`src/rtl/clk_div_pkg.sv`:
```
// Shared types and helpers for the multi-channel clock divider.
package clk_div_pkg;

    typedef enum logic {
        MODE_SQUARE = 1'b0,
        MODE_PULSE  = 1'b1
    } mode_e;

    localparam int MIN_DIV = 2;

    // Width of a channel index; never narrower than one bit.
    function automatic int clog2_min1(input int n);
        return (n <= 1) ? 1 : $clog2(n);
    endfunction

endpackage

```
`src/rtl/clk_div_chan.sv`:
```
// One divider channel: counter, staged/active config and registered out/tick decode.
module clk_div_chan
    import clk_div_pkg::*;
#(
    parameter int WIDTH       = 16,
    parameter int DEFAULT_DIV = 6
) (
    input  logic             clk,
    input  logic             rst,
    input  logic             en,
    input  logic             sync,
    input  logic             wr,
    input  logic [WIDTH-1:0] wr_div,
    input  logic             wr_mode,
    output logic             pending,
    output logic             out,
    output logic             tick
);

    logic [WIDTH-1:0] cnt_q, cnt_d, div_q, div_d, stg_div_q, stg_div_d;
    mode_e            mode_q, mode_d, stg_mode_q, stg_mode_d;
    logic             run_q, run_d, pend_q, pend_d;
    logic             out_q, out_d, tick_q, tick_d;
    logic             at_end, boundary;

    always_comb begin
        run_d      = en;
        cnt_d      = '0;
        div_d      = div_q;
        mode_d     = mode_q;
        stg_div_d  = stg_div_q;
        stg_mode_d = stg_mode_q;
        pend_d     = pend_q;

        // Phase 0 is re-entered on wrap, sync, disable, or the first enabled cycle.
        at_end   = run_q && (cnt_q == div_q - 1'b1);
        boundary = !en || sync || !run_q || at_end;
        if (!boundary)
            cnt_d = cnt_q + 1'b1;

        if (boundary && pend_q) begin
            div_d  = stg_div_q;
            mode_d = stg_mode_q;
            pend_d = 1'b0;
        end
        // A write landing on a boundary stays staged for the next one.
        if (wr) begin
            stg_div_d  = wr_div;
            stg_mode_d = mode_e'(wr_mode);
            pend_d     = 1'b1;
        end

        tick_d = en && (cnt_d == div_d - 1'b1);
        out_d  = en && ((mode_d == MODE_PULSE) ? tick_d : (cnt_d < (div_d >> 1)));
    end

    always_ff @(posedge clk) begin
        if (rst) begin
            cnt_q      <= '0;
            run_q      <= 1'b0;
            div_q      <= WIDTH'(DEFAULT_DIV);
            mode_q     <= MODE_SQUARE;
            stg_div_q  <= '0;
            stg_mode_q <= MODE_SQUARE;
            pend_q     <= 1'b0;
            out_q      <= 1'b0;
            tick_q     <= 1'b0;
        end else begin
            cnt_q      <= cnt_d;
            run_q      <= run_d;
            div_q      <= div_d;
            mode_q     <= mode_d;
            stg_div_q  <= stg_div_d;
            stg_mode_q <= stg_mode_d;
            pend_q     <= pend_d;
            out_q      <= out_d;
            tick_q     <= tick_d;
        end
    end

    assign pending = pend_q;
    assign out     = out_q;
    assign tick    = tick_q;

endmodule

```
`src/rtl/clk_div_multi.sv`:
```
// Multi-channel programmable clock divider with shared config bus and global sync.
module clk_div_multi
    import clk_div_pkg::*;
#(
    parameter  int CHANNELS    = 2,
    parameter  int WIDTH       = 16,
    parameter  int DEFAULT_DIV = 6,
    localparam int CHW         = clog2_min1(CHANNELS)
) (
    input  logic                clk,
    input  logic                rst,
    input  logic [CHANNELS-1:0] en,
    input  logic                sync,
    input  logic                cfg_we,
    input  logic [CHW-1:0]      cfg_ch,
    input  logic [WIDTH-1:0]    cfg_div,
    input  logic                cfg_mode,
    output logic                cfg_err,
    output logic [CHANNELS-1:0] pending,
    output logic [CHANNELS-1:0] out,
    output logic [CHANNELS-1:0] tick
);

    logic wr_ok, cfg_err_q, cfg_err_d;

    assign wr_ok     = cfg_we && (cfg_div >= WIDTH'(MIN_DIV)) && (32'(cfg_ch) < CHANNELS);
    assign cfg_err_d = cfg_we && !wr_ok;

    always_ff @(posedge clk) begin
        if (rst) cfg_err_q <= 1'b0;
        else     cfg_err_q <= cfg_err_d;
    end

    assign cfg_err = cfg_err_q;

    for (genvar c = 0; c < CHANNELS; c++) begin : g_ch
        clk_div_chan #(
            .WIDTH       (WIDTH),
            .DEFAULT_DIV (DEFAULT_DIV)
        ) u_chan (
            .clk     (clk),
            .rst     (rst),
            .en      (en[c]),
            .sync    (sync),
            .wr      (wr_ok && (cfg_ch == CHW'(c))),
            .wr_div  (cfg_div),
            .wr_mode (cfg_mode),
            .pending (pending[c]),
            .out     (out[c]),
            .tick    (tick[c])
        );
    end

endmodule

```
`config.mk`:
```
export PLATFORM = sky130hd
export DESIGN_NAME = clk_div_multi
export DESIGN_NICKNAME = d
export VERILOG_FILES = /design/src/rtl/clk_div_pkg.sv /design/src/rtl/clk_div_chan.sv /design/src/rtl/clk_div_multi.sv
export SDC_FILE = /design/constraint.sdc
export NUM_CORES = 1
export LEC_CHECK = 0
export CORE_MARGIN = 2
export CORE_UTILIZATION = 50
export CTS_CLUSTER_DIAMETER = 120
export DETAILED_ROUTE_END_ITERATION = 12
export DONT_BUFFER_PORTS = 1
export GPL_ROUTABILITY_DRIVEN = 0
export SYNTH_ARGS = -nofsm -noshare
export SYNTH_HDL_FRONTEND = slang
export SYNTH_SLANG_ARGS = --single-unit
```
`constraint.sdc`:
```
create_clock -name clk -period 13.5 [get_ports clk]
set_clock_uncertainty 0.1 [all_clocks]
set_input_delay 1.35 -clock clk [delete_from_list [all_inputs] [get_ports clk]]
set_output_delay 1.35 -clock clk [all_outputs]
set_load 0.1 [all_outputs]
```
; ---- Word level (Yosys, flattened, before mapping)
; Cells that the tools add are included.
[totals]
reg_bits = 109
input_bits = 24
out_inout_bits = 7
word_cells = 70
[op_classes]
add_sub_neg = 6
order_cmp = 3
n_eq_ne = 4
n_mux = 12
bitwise_logic = 1
n_reduce_logical = 25
[op_table]
columns = cell, n
row1 = equality test 16 bit, 4
row2 = 2-to-1 mux 16 bit, 4
row3 = subtractor 16 x 1 -> 16 bit (second input constant), 4
row4 = adder 16 x 1 -> 16 bit (second input constant), 2
row5 = < comparator 16 x 15 -> 1 bit, 2
row6 = greater-or-equal comparator 16 x 2 -> 1 bit (second input constant), 1
row7 = logical AND 1 bit, 12
row8 = 2-to-1 mux 1 bit, 8
row9 = logical OR 1 bit, 6
row10 = logical NOT 1 bit, 5
row11 = nonzero test 2 bit, 2
row12 = inverter 1 bit, 1

; ---- Depth between registers and ports, before layout
; Gate-level depths: netlist (run 1).
[logic_depth]
depth_word = 11
mapped_depth = 25
ltp_nobuf = 19

; ---- By module
; From an unflattened synthesis (run 1), not the netlist that was laid out.
[hier_totals]
cells_unflattened = 939
hier_area_um2 = 7920.1
[by_module_without_submodules]
columns = module, n_inst, cells_each, area_per_inst_um2, seq_area_each_um2
row1 = clk_div_chan (g_ch[1].u_chan), 1, 479, 3991.3, 1081.0
row2 = clk_div_chan (g_ch[0].u_chan), 1, 451, 3844.9, 1081.0
row3 = clk_div_multi, 1, 9, 83.8, 20.0

; ---- Worst setup path after synthesis (run 1)
; No wires, ideal clock.
[synth_path]
path_type = register to register
startpoint = register g_ch[1].u_chan.div_q[0]
endpoint = register g_ch[1].u_chan.out_q
setup_time_ns = 0.087
t_arrival_ns = 5.812
required_time_ns = 13.313
path_slack_ns = 7.501
stages_incl_launch_ff = 24
path_buffers = 5
synth_period_minus_slack_ns = 5.999
path_cell_list = dfxtp_1 -> buf_2 -> inv_1 -> ha_1 -> clkbuf_1 -> nor2b_1 -> xnor2_1 -> a31o_1 -> o221a_1 -> o2111a_2 -> o21ai_4 -> clkbuf_1 -> buf_1 -> mux2i_1 -> ha_1 -> clkbuf_1 -> nand3_1 -> xor2_1 -> mux2i_1 -> nor2_1 -> or4_1 -> or4_1 -> or4_1 -> o31ai_1
[synth_between]
elab_chain_len = 11
word_cells_on_any_way = 14
classes_between = add/sub: 2 / order compare: 1 / eq/ne: 2 / mux: 4 / reduce/logical: 5
[synth_rtl]
columns = element, line_no
row1 = start: declaration, clk_div_chan.sv:20  ; logic [WIDTH-1:0] cnt_q, cnt_d, div_q, div_d, stg_div_q, stg_div_d;
row2 = start signal: assignment, clk_div_chan.sv:61  ; div_q <= WIDTH'(DEFAULT_DIV);
row3 = start signal: assignment, clk_div_chan.sv:71  ; div_q <= div_d;
row4 = subtractor 16 x 1 -> 16 bit, clk_div_chan.sv:36  ; at_end = run_q && (cnt_q == div_q - 1'b1);
row5 = equality test 16 bit, clk_div_chan.sv:36
row6 = logical AND 1 bit, clk_div_chan.sv:36
row7 = logical OR 1 bit, clk_div_chan.sv:37  ; boundary = !en || sync || !run_q || at_end;
row8 = logical AND 1 bit, clk_div_chan.sv:41  ; if (boundary && pend_q) begin
row9 = 2-to-1 mux 16 bit, clk_div_chan.sv:41
row10 = subtractor 16 x 1 -> 16 bit, clk_div_chan.sv:53  ; tick_d = en && (cnt_d == div_d - 1'b1);
row11 = equality test 16 bit, clk_div_chan.sv:53
row12 = logical AND 1 bit, clk_div_chan.sv:53
row13 = 2-to-1 mux 1 bit (*), clk_div_chan.sv:54  ; out_d = en && ((mode_d == MODE_PULSE) ? tick_d : (cnt_d < (div_d >> 1)));
row14 = logical AND 1 bit (*), clk_div_chan.sv:54
row15 = end signal: assignment, clk_div_chan.sv:76  ; out_q <= out_d;
row16 = end: declaration, clk_div_chan.sv:23  ; logic out_q, out_d, tick_q, tick_d;
; Mark *: on every way between the ends. The rest lies on a longest branch, timed or not.
; A chain may end at the register's enable or synchronous reset.

; ---- Worst setup path in the final report (run 1)
; Same ends and word-level chain as after synthesis.

==> metrics.log, run 1 <==
[metrics] Mean Syn Cell Area: between 7 and 8 um2
[metrics] Netlist Area Pre-Place: 0.00864 mm2
[metrics] post-CTS setup repair buffer count: 0
[metrics] distinct cell type count of the synthesized netlist: 84
[metrics] Pwr per Cell Area: 81.3 mW/mm2
[metrics] crit share post-route: 0.473
[metrics] fraction of final layout cells with drive strength greater than 1: 0.0533
[metrics] remaining global-route overflow: 0
[metrics] Met2 Routed Length: 10,300 um
[metrics] total power of the final layout: 0.725 mW
[metrics] compound-gate portion of the synthesized area: 0.137
[metrics] count of warnings emitted by yosys: 0
[metrics] Hold Path Class: reg2reg
[metrics] synth cell count leaders: sky130_fd_sc_hd__nor2_1 (175), sky130_fd_sc_hd__dfxtp_1 (109), sky130_fd_sc_hd__mux2i_1 (81)
[metrics] Data arrival, critical path: between 6 and 7 ns
[metrics] violation count after the first detailed-routing iteration: slightly above 900
[metrics] most used flip-flop cell after synthesis: sky130_fd_sc_hd__dfxtp_1
[metrics] number of endpoints with negative hold slack in the final report: 0
[metrics] Met1 Routed Length: approximately 13,000 um
[metrics] worst slew margin relative to its limit: 0.253
[metrics] final count of negative-setup-slack endpoints: 0
[metrics] XOR/XNOR share of the synthesized area: 0.101
[metrics] Post-Synth Adder-Cell Area: 0.0504
[metrics] clock tree from TritonCTS: built
[metrics] die height: 135 um
[metrics] multiplexer area fraction after synthesis: 0.102
[metrics] Final ANT Viol Nets: 0
[metrics] via count of the first global-routing pass: 6,982
[metrics] number of CTS-inserted buffers: 9
[metrics] Period minus WS final: 6.39 ns
[metrics] number of buffers inserted by hold repair at cts: 0
[metrics] number of max-slew violations in the final report: 0
[metrics] LEAKAGE: 3.59 nW
[metrics] result of the run: finished clean
[metrics] CTS sink cnt: 109
[metrics] IO Port Bufs: 0
[metrics] Total Routed Length: 26,300 um
[metrics] maximum number of buffers from clock root to sink: 2
[metrics] Simple-Gate Fraction of Synth Area: 0.303
[metrics] signed area change from the synthesized netlist to the final layout: 3.23%
[metrics] highest attainable clock frequency: 157 MHz
[metrics] Worst Path Required: around 14 ns
[metrics] count of vias placed by the detailed router: around 8,000
[metrics] maximum resistive drop on vdd: 0.0791 mV
[metrics] Synth Register Bits: 109
[metrics] dominant combinational cell family by area after synthesis: simple AND/OR/NAND/NOR gates
[metrics] CTS Root Buffer Type: sky130_fd_sc_hd__clkbuf_16
[metrics] clock slew at reported path FFs: 0.09 ns
[metrics] dominant cell by count in the synthesized netlist: sky130_fd_sc_hd__nor2_1
[metrics] number of filler cells placed in the layout: 1,695
[metrics] Post-synth EDFFs: 0
[metrics] clock latency on the worst-skew pair: 0.37 ns
[metrics] area share of the largest cell type after synthesis: 0.253
[metrics] register area share after synthesis: 0.253
[metrics] floorplan die width: 135 um
[metrics] net total in the final layout: around 1,100
[metrics] Slew @ Worst Pin: approximately 1.1 ns
[metrics] setup repair after global routing missed its margin: no
[metrics] total I/O pin count: 31
[metrics] Post-Syn Instances: 1,109
[metrics] Vias per Instance: 6.27
[metrics] FP Rows: 48
[metrics] wire length on met3: 2220 um
[metrics] number of maximum-capacitance constraint violations: 0
[metrics] initial antenna violation count: 0
[metrics] starting utilization of the core area: 0.505
[metrics] Die Outline Area: 0.0183 mm2
[metrics] Pre-Repair DR Iteration Count: 5
[metrics] cell types with the largest area share after synthesis: sky130_fd_sc_hd__dfxtp_1 (25%), sky130_fd_sc_hd__mux2i_1 (9.4%), sky130_fd_sc_hd__nor2_1 (7.6%)
[metrics] total negative setup slack: 0 ns
[metrics] final routed DRC violation total: 0
[metrics] Synthesized Nets: 1,167
[metrics] global routing usage summed across all routing layers: 0.289
[metrics] final HPWL from detailed placement: about 20,000 um
[metrics] area leader, netlist: sky130_fd_sc_hd__dfxtp_1
[metrics] wire length of the first global-routing pass: between 40,000 and 50,000 um
[metrics] detailed-route wire length per cell: 20.6 um
[metrics] Async S/R FF share, synth: 0
[metrics] floorplan core area: between 0.015 and 0.02 mm2
[metrics] Crit. End Element: register
[metrics] Setup crit start kind: register
[metrics] largest fanout on the critical path: 31
[metrics] number of levels the H-tree was split into: 3
[metrics] number of resized instances in the post-cts repair step: 0
[metrics] Crit Path Category: reg2reg
[metrics] Inserted Diodes: 0
[metrics] highest metal used: met4
[metrics] largest net degree at the start of global routing: 90
==> routing by layer <==
layer / vias to the layer above / track usage
met5: - / 0
met4: 0 / 0.0741
met3: 31 / 0.0479
met2: 311 / 0.386
met1: 3771 / 0.469
li1: 3877 / -
==> where the power goes <==
part | switching [mW] | internal [mW] | leakage, nW | total, mW
Sequential | 0.0184 | 0.329 | 0.885 | 0.347
Combinational | 0.0575 | 0.0417 | 2.55 | 0.0992
Clock | 0.146 | 0.132 | 0.148 | 0.279
Total | 0.222 | 0.503 | 3.59 | 0.725
==> state kept, by name (all words and copies together), names as in the netlist <==
name                    count
g_ch.u_chan.mode_q          2
cfg_err                     1
g_ch.u_chan.tick            2
g_ch.u_chan.pending         2
g_ch.u_chan.div_q          32
g_ch.u_chan.cnt_q          32
g_ch.u_chan.run_q           2
g_ch.u_chan.stg_mode_q      2
g_ch.u_chan.out             2
g_ch.u_chan.stg_div_q      32
==> kinds of logic (layout without fill, tap and decap cells) <==
kind of cell | after synthesis | after routing
compound gates | 168 | 168
xor+xnor | 97 | 97
fa+ha+maj | 35 | 35
buf+inv | 111 | 52
flops | 109 | 109
mux | 87 | 87
simple gates | 502 | 502
==> cell type report <==
type                    instances  area, um2  area share
clock buffers                   9        225      0.0253
flip-flops and latches        109       2180       0.245
inverters                      30        113      0.0126
multi-input cells             889       6000       0.672
clock inverters                 7       73.8     0.00828
repair buffers                  6       45.0     0.00505
well taps                     225        282      0.0316
==> metrics by stage <==
| step | area, um2 | setup WS (ns) | util | hold slack (ns) | std cells |
|---|---|---|---|---|---|
| after floorplan | 8640 | 7.50 | - | 0.356 | 1109 |
| after detailed placement | 8620 | 7.30 | 0.504 | 0.396 | 1259 |
| after CTS | 8920 | 7.27 | 0.521 | 0.408 | 1275 |
| final | 8920 | 7.11 | 0.521 | 0.414 | 1275 |
| after global routing | 8920 | 6.78 | 0.521 | 0.438 | 1275 |
| after global placement | 8620 | 7.44 | 0.504 | 0.393 | 1259 |
==> worst max-delay path, stage by stage (launching register included) <==
cell and delay (ns):
sky130_fd_sc_hd__dfxtp_1 0.53, sky130_fd_sc_hd__inv_1 0.09, sky130_fd_sc_hd__ha_1 0.32, sky130_fd_sc_hd__nor2b_1 0.21, sky130_fd_sc_hd__xnor2_1 0.20, sky130_fd_sc_hd__a31o_1 0.25, sky130_fd_sc_hd__o221a_1 0.26, sky130_fd_sc_hd__o2111a_2 0.37
sky130_fd_sc_hd__nand2b_2 0.53, sky130_fd_sc_hd__nand3_1 0.26, sky130_fd_sc_hd__a21boi_0 0.27, sky130_fd_sc_hd__ha_1 0.46, sky130_fd_sc_hd__nand3_1 0.19, sky130_fd_sc_hd__xor2_1 0.18, sky130_fd_sc_hd__mux2i_1 0.19, sky130_fd_sc_hd__nor2_1 0.06
sky130_fd_sc_hd__or4_1 0.53, sky130_fd_sc_hd__or4_1 0.46, sky130_fd_sc_hd__or4_1 0.59, sky130_fd_sc_hd__o31ai_1 0.25
==> layout by cell type (no fill, tap or decap), drive strengths merged, types with 6 or more instances in the layout <==
master	Yosys	final
ha	34	34
xor2	48	48
a21o	9	9
inv	30	35
nor4	21	21
mux2i	81	81
nor2	175	175
dfxtp	109	109
o22ai	9	9
or4	12	12
and3	14	14
a21oi	39	39
nand4	27	27
nand3	40	40
nand2	58	58
clkbuf	57	9
o31ai	7	7
xnor2	48	48
nor2b	14	14
a31oi	14	14
nor4b	8	8
nor3b	9	9
mux2	6	6
nor3	47	47
nand2b	14	14
buf	24	6
and2	8	8
o21ai	19	19
nand4b	9	9
or2	8	8
or3	20	20
o211ai	10	10
==> path summary, 6_finish.rpt <==
path	slack, ns	cells past startpoint	to	from
worst max-delay path	7.11	19	g_ch[1].u_chan.out$_SDFF_PP0_	g_ch[1].u_chan.div_q[0]$_SDFF_PP0_
worst min-delay path	0.41	2	g_ch[1].u_chan.stg_div_q[14]$_SDFFE_PP0P_	g_ch[1].u_chan.stg_div_q[14]$_SDFFE_PP0P_
worst max register to register	7.11	19	g_ch[1].u_chan.out$_SDFF_PP0_	g_ch[1].u_chan.div_q[0]$_SDFF_PP0_
worst min register to register	0.41	2	g_ch[1].u_chan.stg_div_q[14]$_SDFFE_PP0P_	g_ch[1].u_chan.stg_div_q[14]$_SDFFE_PP0P_
No activity file was read; power rests on OpenSTA's default activity.
==> inputs of run 2 (changes only) <==
--- a/config.mk
+++ b/config.mk
@@ -11,6 +11,7 @@
 export DETAILED_ROUTE_END_ITERATION = 12
 export DONT_BUFFER_PORTS = 1
 export GPL_ROUTABILITY_DRIVEN = 0
+export PLACE_DENSITY = 0.68
 export SYNTH_ARGS = -nofsm -noshare
 export SYNTH_HDL_FRONTEND = slang
 export SYNTH_SLANG_ARGS = --single-unit
==> constraint.sdc (replaced) <==
create_clock -name clk -period 5.2 [get_ports clk]
set_clock_uncertainty 0.1 [all_clocks]
set_input_delay 0.52 -clock clk [delete_from_list [all_inputs] [get_ports clk]]
set_output_delay 0.52 -clock clk [all_outputs]
set_load 0.1 [all_outputs]
==> metrics.log, run 2 (synthesis results as in run 1) <==
[metrics] first element of the critical path: g_ch[1].u_chan.div_q[0]$_SDFF_PP0_
[metrics] clock tree from TritonCTS: built
[metrics] remaining global-route overflow: 0
[metrics] power share of the clock group: 0.385
[metrics] number of endpoints with negative hold slack in the final report: 0
[metrics] detailed-route wire length per cell: roughly 20 um
[metrics] global routing usage summed across all routing layers: 0.285
[metrics] Crit Path Category: reg2reg
[metrics] CTS Root Buffer Type: sky130_fd_sc_hd__clkbuf_16
[metrics] Largest regs: g_ch.u_chan.cnt_q: 32 flops, g_ch.u_chan.div_q: 32 flops, g_ch.u_chan.stg_div_q: 32 flops
[metrics] worst stage delay on the critical path: around 0.56 ns
[metrics] die height: 135 um
[metrics] floorplan die width: 135 um
[metrics] share of total power in sequential cells: 0.463
[metrics] floorplan core area: 0.0171 mm2
[metrics] switching share of power: 0.292
[metrics] end point of the most critical hold path: g_ch[1].u_chan.div_q[10]$_SDFF_PP0_
[metrics] largest net degree at the start of global routing: 90
[metrics] CTS sink cnt: roughly 110
[metrics] most common library cell in the layout ignoring fill and taps: sky130_fd_sc_hd__nor2_1
[metrics] number of buffers inserted by hold repair at cts: 0
[metrics] Hold Path Class: in2reg
[metrics] Crit. End Element: register
[metrics] Vias per Instance: 6.31
[metrics] highest-count cells in the layout ignoring fill and taps: sky130_fd_sc_hd__nor2_1 (173), sky130_fd_sc_hd__dfxtp_1 (105), sky130_fd_sc_hd__mux2i_1 (79)
[metrics] largest fanout on the critical path: 8
[metrics] clock latency on the worst-skew pair: about 0.37 ns
[metrics] Worst Min Path Start: rst
[metrics] maximum number of buffers from clock root to sink: 2
[metrics] total I/O pin count: 31
[metrics] end of the worst register-to-register path: g_ch[1].u_chan.out$_SDFF_PP0_
[metrics] R2R Setup Slk: 0.12 ns
[metrics] number of levels the H-tree was split into: 3
[metrics] worst slew margin relative to its limit: 0.241
[metrics] number of CTS-inserted buffers: 9
[metrics] Die Outline Area: 0.0183 mm2
[metrics] cell-internal power: about 1.4 mW
[metrics] Pre-Repair DR Iteration Count: 5
[metrics] setup repair after global routing missed its margin: yes
[metrics] wire length of the first global-routing pass: 40,900 um
[metrics] hold path cells: 1
[metrics] IO Port Bufs: 0
[metrics] Worst Path Required: 5.38 ns
[metrics] count of vias placed by the detailed router: 8,330
[metrics] Slowest-stage cell, CP: sky130_fd_sc_hd__or4_4
[metrics] LEAKAGE: between 3 and 4 nW
[metrics] final routed DRC violation total: 0
[metrics] number of maximum-capacitance constraint violations: 0
[metrics] critical path cell sequence: or3_1 > nor4_2 > mux2i_2 > a311oi_2 > o2111a_2 > o21ai_4 > mux2i_2 > ha_4 > nand3b_1 > xor2_1 > mux2i_1 > nor2_1 > or4_1 > or4_1 > or4_4 > o31ai_2
[metrics] worst reg2reg path startpoint: g_ch[1].u_chan.div_q[0]$_SDFF_PP0_
[metrics] Slew @ Worst Pin: about 1.1 ns
[metrics] FP Rows: between 40 and 50
[metrics] crit share post-route: 0.977
[metrics] Inserted Diodes: 0
[metrics] Pwr per Cell Area: just over 200 mW/mm2
[metrics] NetSw: 0.565 mW
[metrics] final HPWL from detailed placement: a little over 20,000 um
[metrics] Setup crit start kind: register
[metrics] clock slew at reported path FFs: 0.08 ns
[metrics] FF-to-FF path depth: 16
[metrics] result of the run: finished clean
[metrics] share of power burned in combinational logic: 0.152
[metrics] signed area change from the synthesized netlist to the final layout: 8.95%
[metrics] number of max-slew violations in the final report: 0
[metrics] smallest hold slack: 0.116 ns
[metrics] initial antenna violation count: 0
[metrics] Data arrival, critical path: 5.26 ns
[metrics] net total in the final layout: 1,148
[metrics] starting utilization of the core area: 0.505
[metrics] maximum resistive drop on vdd: 0.208 mV
[metrics] total negative setup slack: 0 ns
[metrics] Total Routed Length: 26,400 um
[metrics] final count of negative-setup-slack endpoints: 0
[metrics] Final ANT Viol Nets: 0
[metrics] Period minus WS final: 5.08 ns
[metrics] via count of the first global-routing pass: 7,412
[metrics] violation count after the first detailed-routing iteration: around 950
[metrics] highest attainable clock frequency: 197 MHz
[metrics] fraction of final layout cells with drive strength greater than 1: 0.111
run 2: cell types whose count changed in the layout (fill, tap and decap cells not counted), sizes merged:
cell,before,now
buf,6,51
inv,35,33
clkinvlp,0,1
bufinv,0,1
run 2: layout make-up:
type,count,area (um2)
clock buffers,9,225
clock inverters,7,91.3
fillers,1608,7700
inverters,30,113
multi-input cells,889,6130
flip-flops and latches,109,2190
well taps,225,282
repair buffers,51,383
run 2: critical path, delay by kind of cell, from the launching register on:
family	cells	cell delay, ns
compound gates	4	0.99
xor+xnor	1	0.16
fa+ha+maj	1	0.22
flops	1	0.40
mux	3	0.60
simple gates	7	2.52
run 2: timing repair:
item / 4_1_cts / 5_1_grt
setup endpoints to repair: 0 / 3
buffers inserted: 0 / 1
resized for setup: 0 / 15
run 2: metrics by stage:
step                      worst slack (ns)  instances  instance area, um2   util  total power, mW
after floorplan                      0.102       1109                8750      -             1.13
after global placement               0.104       1303                9000  0.526             1.19
after detailed placement            0.0864       1303                9000  0.526             1.19
after CTS                           0.0376       1319                9320  0.545             1.92
after global routing               -0.0299       1320                9410  0.550             2.00
final                                0.122       1320                9410  0.550             1.93
run 2: power by group through the flow:
stage / Sequential [mW] / Combinational [mW] / Clock [mW]
final: 0.894 / 0.294 / 0.743
after global routing: 0.897 / 0.319 / 0.785
after CTS: 0.893 / 0.283 / 0.749
after detailed placement: 0.912 / 0.281 / 0
after global placement: 0.912 / 0.279 / 0
after floorplan: 0.888 / 0.240 / 0
run 2: worst max path at each step:
stage / slack (ns) / to / cells past startpoint
final: 0.12 / g_ch[1].u_chan.out$_SDFF_PP0_ / 16
after global routing: -0.03 / g_ch[0].u_chan.out$_SDFF_PP0_ / 21
after CTS: 0.04 / g_ch[1].u_chan.out$_SDFF_PP0_ / 16
after detailed placement: 0.09 / g_ch[1].u_chan.out$_SDFF_PP0_ / 16
after global placement: 0.10 / g_ch[1].u_chan.out$_SDFF_PP0_ / 16
after floorplan: 0.10 / g_ch[1].u_chan.out$_SDFF_PP0_ / 23
run 2: per-layer routing:
layer  track usage  part of all wire  vias to the layer above
met3        0.0580              0.10                       60
met1         0.421              0.45                     3901
met5             0                 0                        -
li1              -                 -                     3969
met2         0.416              0.42                      400
met4        0.0909             0.028                        0
